===== src/rtl/hd63701_ram_arbiter.sv =====
// ---------------------------------------------------------------------------
// hd63701_ram_arbiter
//
// Purpose:
//   Owns the 128x8 internal work RAM ($0080-$00FF) of the HD63701 and shares
//   it between the CPU core and a host/debug port (loader, monitor, ...).
//   The core always wins and is never stalled; the host is served on any
//   cycle where the core does not address the RAM.  The host talks through a
//   4-phase req/ack handshake, so each request produces exactly one access.
//
// Ports:
//   mcu_clx2     in   1   clock
//   mcu_rst_n    in   1   asynchronous active-low reset
//   mcu_ad       in  16   core address
//   mcu_wr       in   1   core write strobe (1 = write)
//   mcu_do       in   8   core write data
//   en_biram     out  1   core address hits $0080-$00FF (combinational)
//   biramd       out  8   registered core read data (1 clock latency)
//   host_req     in   1   host request level (4-phase)
//   host_we      in   1   host write (1) / read (0), stable with req
//   host_addr    in   7   host RAM offset, stable with req
//   host_wdata   in   8   host write data, stable with req
//   host_ack     out  1   one-cycle completion pulse
//   host_rdata   out  8   host read data, valid from ack to next read
//   host_starve  out  1   current request waited STARVE_LIMIT cycles or more
//   host_err     out  1   host write rejected by protection, valid with ack
//
// Configuration:
//   HD63701_RAM_ARB_WP_EN  when defined, host writes to offsets >= WP_BASE
//                          are acknowledged but dropped and flag host_err.
//                          When undefined, host_err is tied low.
// ---------------------------------------------------------------------------
module hd63701_ram_arbiter #(
    parameter int unsigned STARVE_LIMIT = 64
`ifdef HD63701_RAM_ARB_WP_EN
    ,
    parameter logic [6:0]  WP_BASE      = 7'h70
`endif
) (
    input  logic        mcu_clx2,
    input  logic        mcu_rst_n,
    input  logic [15:0] mcu_ad,
    input  logic        mcu_wr,
    input  logic [7:0]  mcu_do,
    output logic        en_biram,
    output logic [7:0]  biramd,
    input  logic        host_req,
    input  logic        host_we,
    input  logic [6:0]  host_addr,
    input  logic [7:0]  host_wdata,
    output logic        host_ack,
    output logic [7:0]  host_rdata,
    output logic        host_starve,
    output logic        host_err
);

    localparam logic [1:0] ST_IDLE = 2'd0;
    localparam logic [1:0] ST_PEND = 2'd1;
    localparam logic [1:0] ST_ACK  = 2'd2;
    localparam logic [1:0] ST_REL  = 2'd3;

    localparam logic [7:0] LIMIT8  = 8'(STARVE_LIMIT);

    logic [7:0] mem [128];

    logic [1:0] state_q,      state_d;
    logic       hostWe_q,     hostWe_d;
    logic [6:0] hostAddr_q,   hostAddr_d;
    logic [7:0] hostWdata_q,  hostWdata_d;
    logic [7:0] waitCnt_q,    waitCnt_d;
    logic       starve_q,     starve_d;
    logic [7:0] biramd_q;
    logic [7:0] hostRdata_q;

    logic hostAccess;
    logic hostBlocked;
    logic hostWrite;

    assign en_biram = (mcu_ad[15:7] == 9'b000000001);

    // The host only touches the RAM in PEND on a cycle the core leaves free,
    // so the two ports can never collide on the same edge.
    assign hostAccess = (state_q == ST_PEND) && !en_biram;
    assign hostWrite  = hostAccess && hostWe_q && !hostBlocked;

`ifdef HD63701_RAM_ARB_WP_EN
    logic err_q;

    assign hostBlocked = (hostAddr_q >= WP_BASE);

    // Error flag is live only for the ACK cycle that follows the access.
    always_ff @(posedge mcu_clx2 or negedge mcu_rst_n) begin
        if (!mcu_rst_n) begin
            err_q <= 1'b0;
        end else begin
            err_q <= hostAccess && hostWe_q && hostBlocked;
        end
    end

    assign host_err = err_q;
`else
    assign hostBlocked = 1'b0;
    assign host_err    = 1'b0;
`endif

    // Memory array has no reset: contents survive a reset of the arbiter.
    always_ff @(posedge mcu_clx2) begin
        if (en_biram && mcu_wr) begin
            mem[mcu_ad[6:0]] <= mcu_do;
        end else if (hostWrite) begin
            mem[hostAddr_q] <= hostWdata_q;
        end
    end

    // Host handshake: capture in IDLE, wait in PEND while the core owns the
    // RAM, pulse ack for one cycle, then hold in REL until req drops so a
    // level that stays high cannot trigger a second access.
    always_comb begin
        state_d     = state_q;
        hostWe_d    = hostWe_q;
        hostAddr_d  = hostAddr_q;
        hostWdata_d = hostWdata_q;
        waitCnt_d   = waitCnt_q;
        starve_d    = starve_q;

        case (state_q)
            ST_IDLE: begin
                if (host_req) begin
                    hostWe_d    = host_we;
                    hostAddr_d  = host_addr;
                    hostWdata_d = host_wdata;
                    waitCnt_d   = 8'h00;
                    state_d     = ST_PEND;
                end
            end
            ST_PEND: begin
                // Sticky once reached; released only when leaving ACK.
                if (waitCnt_q == LIMIT8) begin
                    starve_d = 1'b1;
                end
                if (en_biram) begin
                    if (waitCnt_q != 8'hFF) begin
                        waitCnt_d = waitCnt_q + 8'h01;
                    end
                end else begin
                    state_d = ST_ACK;
                end
            end
            ST_ACK: begin
                starve_d = 1'b0;
                state_d  = ST_REL;
            end
            ST_REL: begin
                if (!host_req) begin
                    state_d = ST_IDLE;
                end
            end
            default: begin
                state_d = ST_IDLE;
            end
        endcase
    end

    // Control registers and both read-data ports.
    always_ff @(posedge mcu_clx2 or negedge mcu_rst_n) begin
        if (!mcu_rst_n) begin
            state_q     <= ST_IDLE;
            hostWe_q    <= 1'b0;
            hostAddr_q  <= 7'h00;
            hostWdata_q <= 8'h00;
            waitCnt_q   <= 8'h00;
            starve_q    <= 1'b0;
            biramd_q    <= 8'h00;
            hostRdata_q <= 8'h00;
        end else begin
            state_q     <= state_d;
            hostWe_q    <= hostWe_d;
            hostAddr_q  <= hostAddr_d;
            hostWdata_q <= hostWdata_d;
            waitCnt_q   <= waitCnt_d;
            starve_q    <= starve_d;
            if (en_biram && !mcu_wr) begin
                biramd_q <= mem[mcu_ad[6:0]];
            end
            if (hostAccess && !hostWe_q) begin
                hostRdata_q <= mem[hostAddr_q];
            end
        end
    end

    assign biramd      = biramd_q;
    assign host_ack    = (state_q == ST_ACK);
    assign host_rdata  = hostRdata_q;
    assign host_starve = starve_q;

endmodule

===== config.mk =====
export PLATFORM = sky130hd
export DESIGN_NAME = hd63701_ram_arbiter
export DESIGN_NICKNAME = d
export VERILOG_FILES = /design/src/rtl/hd63701_ram_arbiter.sv
export SDC_FILE = /design/constraint.sdc
export NUM_CORES = 1
export LEC_CHECK = 0
export CORE_UTILIZATION = 56
export CTS_BUF_LIST = sky130_fd_sc_hd__clkbuf_8
export CTS_CLUSTER_DIAMETER = 60
export DETAILED_ROUTE_END_ITERATION = 8
export PLACE_DENSITY = 0.73
export SETUP_SLACK_MARGIN = 0.3
export SYNTH_ARGS = -nofsm -noshare
export SYNTH_HDL_FRONTEND = slang
export SYNTH_SLANG_ARGS = --single-unit

===== constraint.sdc =====
create_clock -name mcu_clx2 -period 2.5 [get_ports mcu_clx2]
set_input_delay 0.375 -clock mcu_clx2 [delete_from_list [all_inputs] [get_ports mcu_clx2]]
set_output_delay 0.375 -clock mcu_clx2 [all_outputs]
set_load 0.02 [all_outputs]

# Word level (Yosys, flattened, before mapping)
# Memory sizes are Yosys's and may differ from the RTL's. A register that Yosys moved wholly into a read port is not among the register bits.
# Cells that the tools add are included.
# totals
ramBits,1024
reg_bits,27
mem_bits_ro,0
out_inout_bits,20
latchBits,0
inputBits,44
mem_count,1
# mem_list
memory,words,word_bits,rd,rd_ports_with_merged_regs,wr,line,source
mem,128,8,2,2,1,64,logic [7:0] mem [128];
# classes
add_sub_neg,1
reduce_logical,18
eq_ne,12
n_mux,18
n_bitwise,0
div_mod_pow,0
n_lt_le_gt_ge,0
shift,0
n_mul,0
# ops
operator,count
$mux 8,4
$pmux 8 s2,1
$eq 9x1->1 const B,1
$add 8x1->8 const B,1
$eq 8x7->1 const B,1
$ne 2x2->1 const B,4
$ne 8x8->1 const B,1
$pmux 2 s4,1
$reduce_or 8->1,1
$mux 1,7
$mux 7,1
$mux 2,3
$logic_and 1x1->1,5
$logic_not 1->1,5
$eq 2x2->1 const B,2
$ne 2x1->1 const B,2
$reduce_and 2->1,2
$reduce_and 4->1,1
$reduce_bool 2->1,2
$reduce_and 3->1,1
$eq 2x1->1 const B,1
$logic_not 2->1,1
$pmux 1 s2,1

# Longest topological paths before layout
# depth
word_depth,9
depth_mapped,12
mapped_depth_nobuf,8

# Least setup slack after synthesis
# OpenSTA, ideal clock, no wires.
# synth_path
kind,input -> register
start,in mcu_ad[9]
end,mem mem[0][0] (data pin)
t_required_ns,2.122
arrival_ns,2.789
path_buffers,3
cell_stages,6
setup_ns,0.378
slack_ns,-0.666
path_cell_list,or4_1 -> o311ai_1 -> buf_4 -> buf_4 -> buf_2 -> mux2_2
# synth_via
elab_chain_len,9
word_cells_on_any_way,10
cone_classes,eq/ne (1); mux (4); reduce/logical (5)
# synth_rtl
item,line,source
"start, declared",42,"input logic [15:0] mcu_ad,"
$eq 9x1->1 *,79,assign en_biram = (mcu_ad[15:7] == 9'b000000001);
$logic_not 1->1,83,assign hostAccess = (state_q == ST_PEND) && !en_biram;
$logic_and 1x1->1,83,
$logic_and 1x1->1,84,assign hostWrite = hostAccess && hostWe_q && !hostBlocked;
$mux 1,110,end else if (hostWrite) begin
$mux 1 *,108,if (en_biram && mcu_wr) begin
$mux 1 (not written as such) *,111,mem[hostAddr_q] <= hostWdata_q;
$reduce_or 8->1 (no source line) *,-,
$mux 8 (no source line) *,-,
"end, declared",64,
# Every way passes the cells marked *; elsewhere a longest branch is shown, timed or not.

==> impl_metrics.tcl <==
set metrics [dict create \
    status "finished, violations left" \
    violations "negative setup slack" \
    drt_iter0_drc 5087 \
    rsz0062_at_grt "true" \
    finalHoldViolations 0 \
    skew_ps 42.7 \
    gp_congestion 1.03 \
    cellPowerDensity_mw_per_mm2 947 \
    fmax_ghz 0.361 \
    crit_slowest_cell "mux4_2" \
    syn_avg_cell_area_sq_um 16.7 \
    die_area_sq_mm 0.0922 \
    dp_hpwl_microns 118000 \
    grt_pass1_vias 35184 \
    slowest_delay_ps 520 \
    yosysTopAreaCellShare_pct 60.3 \
    groute.usage.overall_pct 37.0 \
    crit_chain "buf_6, buf_12, buf_16, buf_6, mux4_2, nor2b_1, o22ai_1, nand3_1, a31oi_1, buf_4, nor4_4" \
    drive_gt1_share_pct 39.7 \
    drc 0 \
    max_slew_margin_pct 31.9 \
    synth_area_leaders "edfxtp_1 (60%), mux4_2 (16%), mux2i_1 (6.5%)" \
    setup_viol 382 \
    required_ps 3230 \
    die_width_microns 304 \
    placed_cells 4642 \
    fin_total_pwr_mw 60.4 \
    period_minus_slack_ps 2770 \
    syn_nets 3095 \
    async_reset_ff_share_pct 4.03 \
    dr.pass1.iters 6 \
    ant_nets 0 \
    yosysSeqAreaShare_pct 62.4 \
    r2r-start "hostAddr_q[0]" \
    finalMaxSlewViolations 0 \
    num-nets-final 3747 \
    cts.htree.levels 4 \
    cts_buffers 170 \
    start_kind "flip-flop" \
    clk_pin_slew_ps 70 \
    p_leak_nw 22.1 \
    viasPerCell 7.00 \
    end_kind "flip-flop" \
    path_common_cell "buf_6" \
    fillers 5560 \
    setup_slack_ps -271 \
    core_area_sq_mm 0.0901 \
    synth_area_leader_cell "edfxtp_1" \
    initial_core_util_pct 56.5 \
    numPortBuffers 62 \
    hold_class "input pin to async pin" \
    ir_drop_uv 676 \
    routed_wl_microns 169000 \
    grt_pass1_wl_microns 245000 \
    grt_max_degree 51 \
    max_cap_viol_count 0 \
    syn-cell-area_sq_mm 0.0510 \
    holdWs_ps 123 \
    syn2layout_area_growth_pct 25.0 \
    gr-total-overflow 0 \
    synth-edff-count 1024 \
    rows 110 \
    critical_path_class "flip-flop to flip-flop" \
    synth_flop_cell "edfxtp_1" \
    die_h_microns 304 \
    cts_tree "built" \
    crit_fanout 11 \
    cts.sinks 1067 \
    yosys_warnings 0 \
    worst_pin_slew_ps 1020 \
    ios 64 \
    finalCritPeriodShare_pct 111 \
    fin_cells 5020 \
    wl_per_cell_microns 33.7 \
    ys_seq_elements 1067 \
    cts_root_buf "clkbuf_8" \
    clock_path_buffers 3 \
    syn_inst 3045 \
    vias 35142 \
    synth_cell_types 64 \
    clk_latency_ps 870 \
    worst_ep_arrival_time_ps 3500 \
    startpoint "hostAddr_q[0]" \
    antenna_found_initial 5 \
]
critical path, delay by kind of cell (launching register included):
family / cells / cell delay (ps)
simple gates: 3 / 390
buf+inv: 5 / 830
mux: 1 / 520
flops: 1 / 460
compound gates: 2 / 410
metal layers:
layer / wire length, microns / track usage (%) / share of wire, % / up-vias
li1: - / - / - / 14036
met1: 60900 / 50.8 / 36 / 17648
met2: 74500 / 53.9 / 44 / 2924
met3: 24100 / 10.9 / 14 / 530
met4: 9700 / 19.5 / 5.7 / 4
met5: 21 / 0 / 0.012 / -
Yosys cell counts, drive strengths merged (53+ instances only):
cell type,count
clkbuf,97
edfxtp,1024
o21ai,63
buf,136
o22ai,111
mux2i,331
nand2,134
mux4,354
mux2,76
nor2,192
nand3,53
o221ai,86
final timing paths:
kind / cells after the start / endpoint / slack [ps]
min in group mcu_clx2: 2 / hostAddr_q[1] / 140
setup reg to reg: 11 / host_rdata[3] / -270
setup / recovery: 11 / host_rdata[3] / -270
hold reg to reg: 1 / hostWdata_q[5] / 540
max in group asynchronous: 3 / waitCnt_q[1] / 1690
hold / removal: 2 / host_rdata[0] / 120
registers in the layout (all words and copies together), names as in the netlist:
| register | count |
|---|---|
| hostWdata_q | 8 |
| hostAddr_q | 7 |
| hostWe_q | 1 |
| host_starve | 1 |
| host_rdata | 8 |
| waitCnt_q | 8 |
| mem | 1024 |
| state_q | 2 |
| biramd | 8 |
cell type report:
type                            count  area [sq um]  share of cell area [%]
Timing Repair Buffer              713          7860                    12.3
Clock buffer                      173          2380                    3.74
Sequential cell                  1067         31800                    50.0
Tap cell                         1176          1470                    2.31
Antenna cell                        5          12.5                  0.0196
Inverter                           15          56.3                  0.0884
Multi-Input combinational cell   1730         19100                    29.9
Clock inverter                    141          1040                    1.63
repair_timing:
| item | CTS | global route |
|---|---|---|
| pin swaps | 43 | 27 |
| endpoints found under the hold margin | 24 | 0 |
| gates cloned | 12 | 2 |
| hold buffers | 1 | 0 |
| buffers inserted | 35 | 9 |
| endpoints found under the setup margin | 1058 | 1956 |
| gates resized for setup | 223 | 74 |
report_power, final:
| part | total (mW) | switching (mW) | leakage (nW) | internal (mW) |
|---|---|---|---|---|
| registers | 21.5 | 0.386 | 9.74 | 21.1 |
| logic | 23.6 | 13.2 | 10.5 | 10.4 |
| clock network | 15.2 | 7.17 | 1.88 | 8.07 |
| total | 60.4 | 20.8 | 22.1 | 39.6 |
stage by stage:
step	worst slack [ps]	setup TNS, ps	cell area (sq um)	util [%]
floorplan	-211	-158700	51400	-
global placement	-826	-1264960	58200	64.5
detailed placement	-839	-1243880	58200	64.5
CTS	-262	-7930	63200	70.2
global route	-282	-27020	63700	70.7
finish	-271	-14470	63700	70.7
layout by cell type, fill, tap and decap left out, drive strengths merged, types with 12 or more instances in the layout:
| cell type | count |
|---|---|
| o21ai | 63 |
| nor2b | 28 |
| clkbuf | 175 |
| edfxtp | 1024 |
| nand2b | 12 |
| nand3 | 53 |
| a21oi | 25 |
| mux2 | 76 |
| clkinv | 75 |
| a31oi | 26 |
| buf | 647 |
| nor2 | 192 |
| o221ai | 86 |
| inv | 59 |
| a211oi | 29 |
| a221oi | 28 |
| dfrtp | 43 |
| bufinv | 15 |
| mux2i | 331 |
| a22oi | 26 |
| nand2 | 134 |
| nor3 | 21 |
| mux4 | 354 |
| o22ai | 111 |
| clkdlybuf4s50 | 54 |
cells by family after synthesis:
| kind of cell | count (synthesis) | share of synthesized area, % |
|---|---|---|
| DFF | 1067 | 62.4 |
| muxes | 761 | 23.8 |
| and+or+nand+nor | 495 | 4.37 |
| AOI/OAI and AO/OA | 461 | 6.39 |
| buffers and inverters | 248 | 2.72 |
| adders and majority gates | 6 | 0.147 |
| xor gates and xnor gates | 6 | 0.103 |
| other | 1 | 0.00736 |
Power figures use the tool's default switching activity.
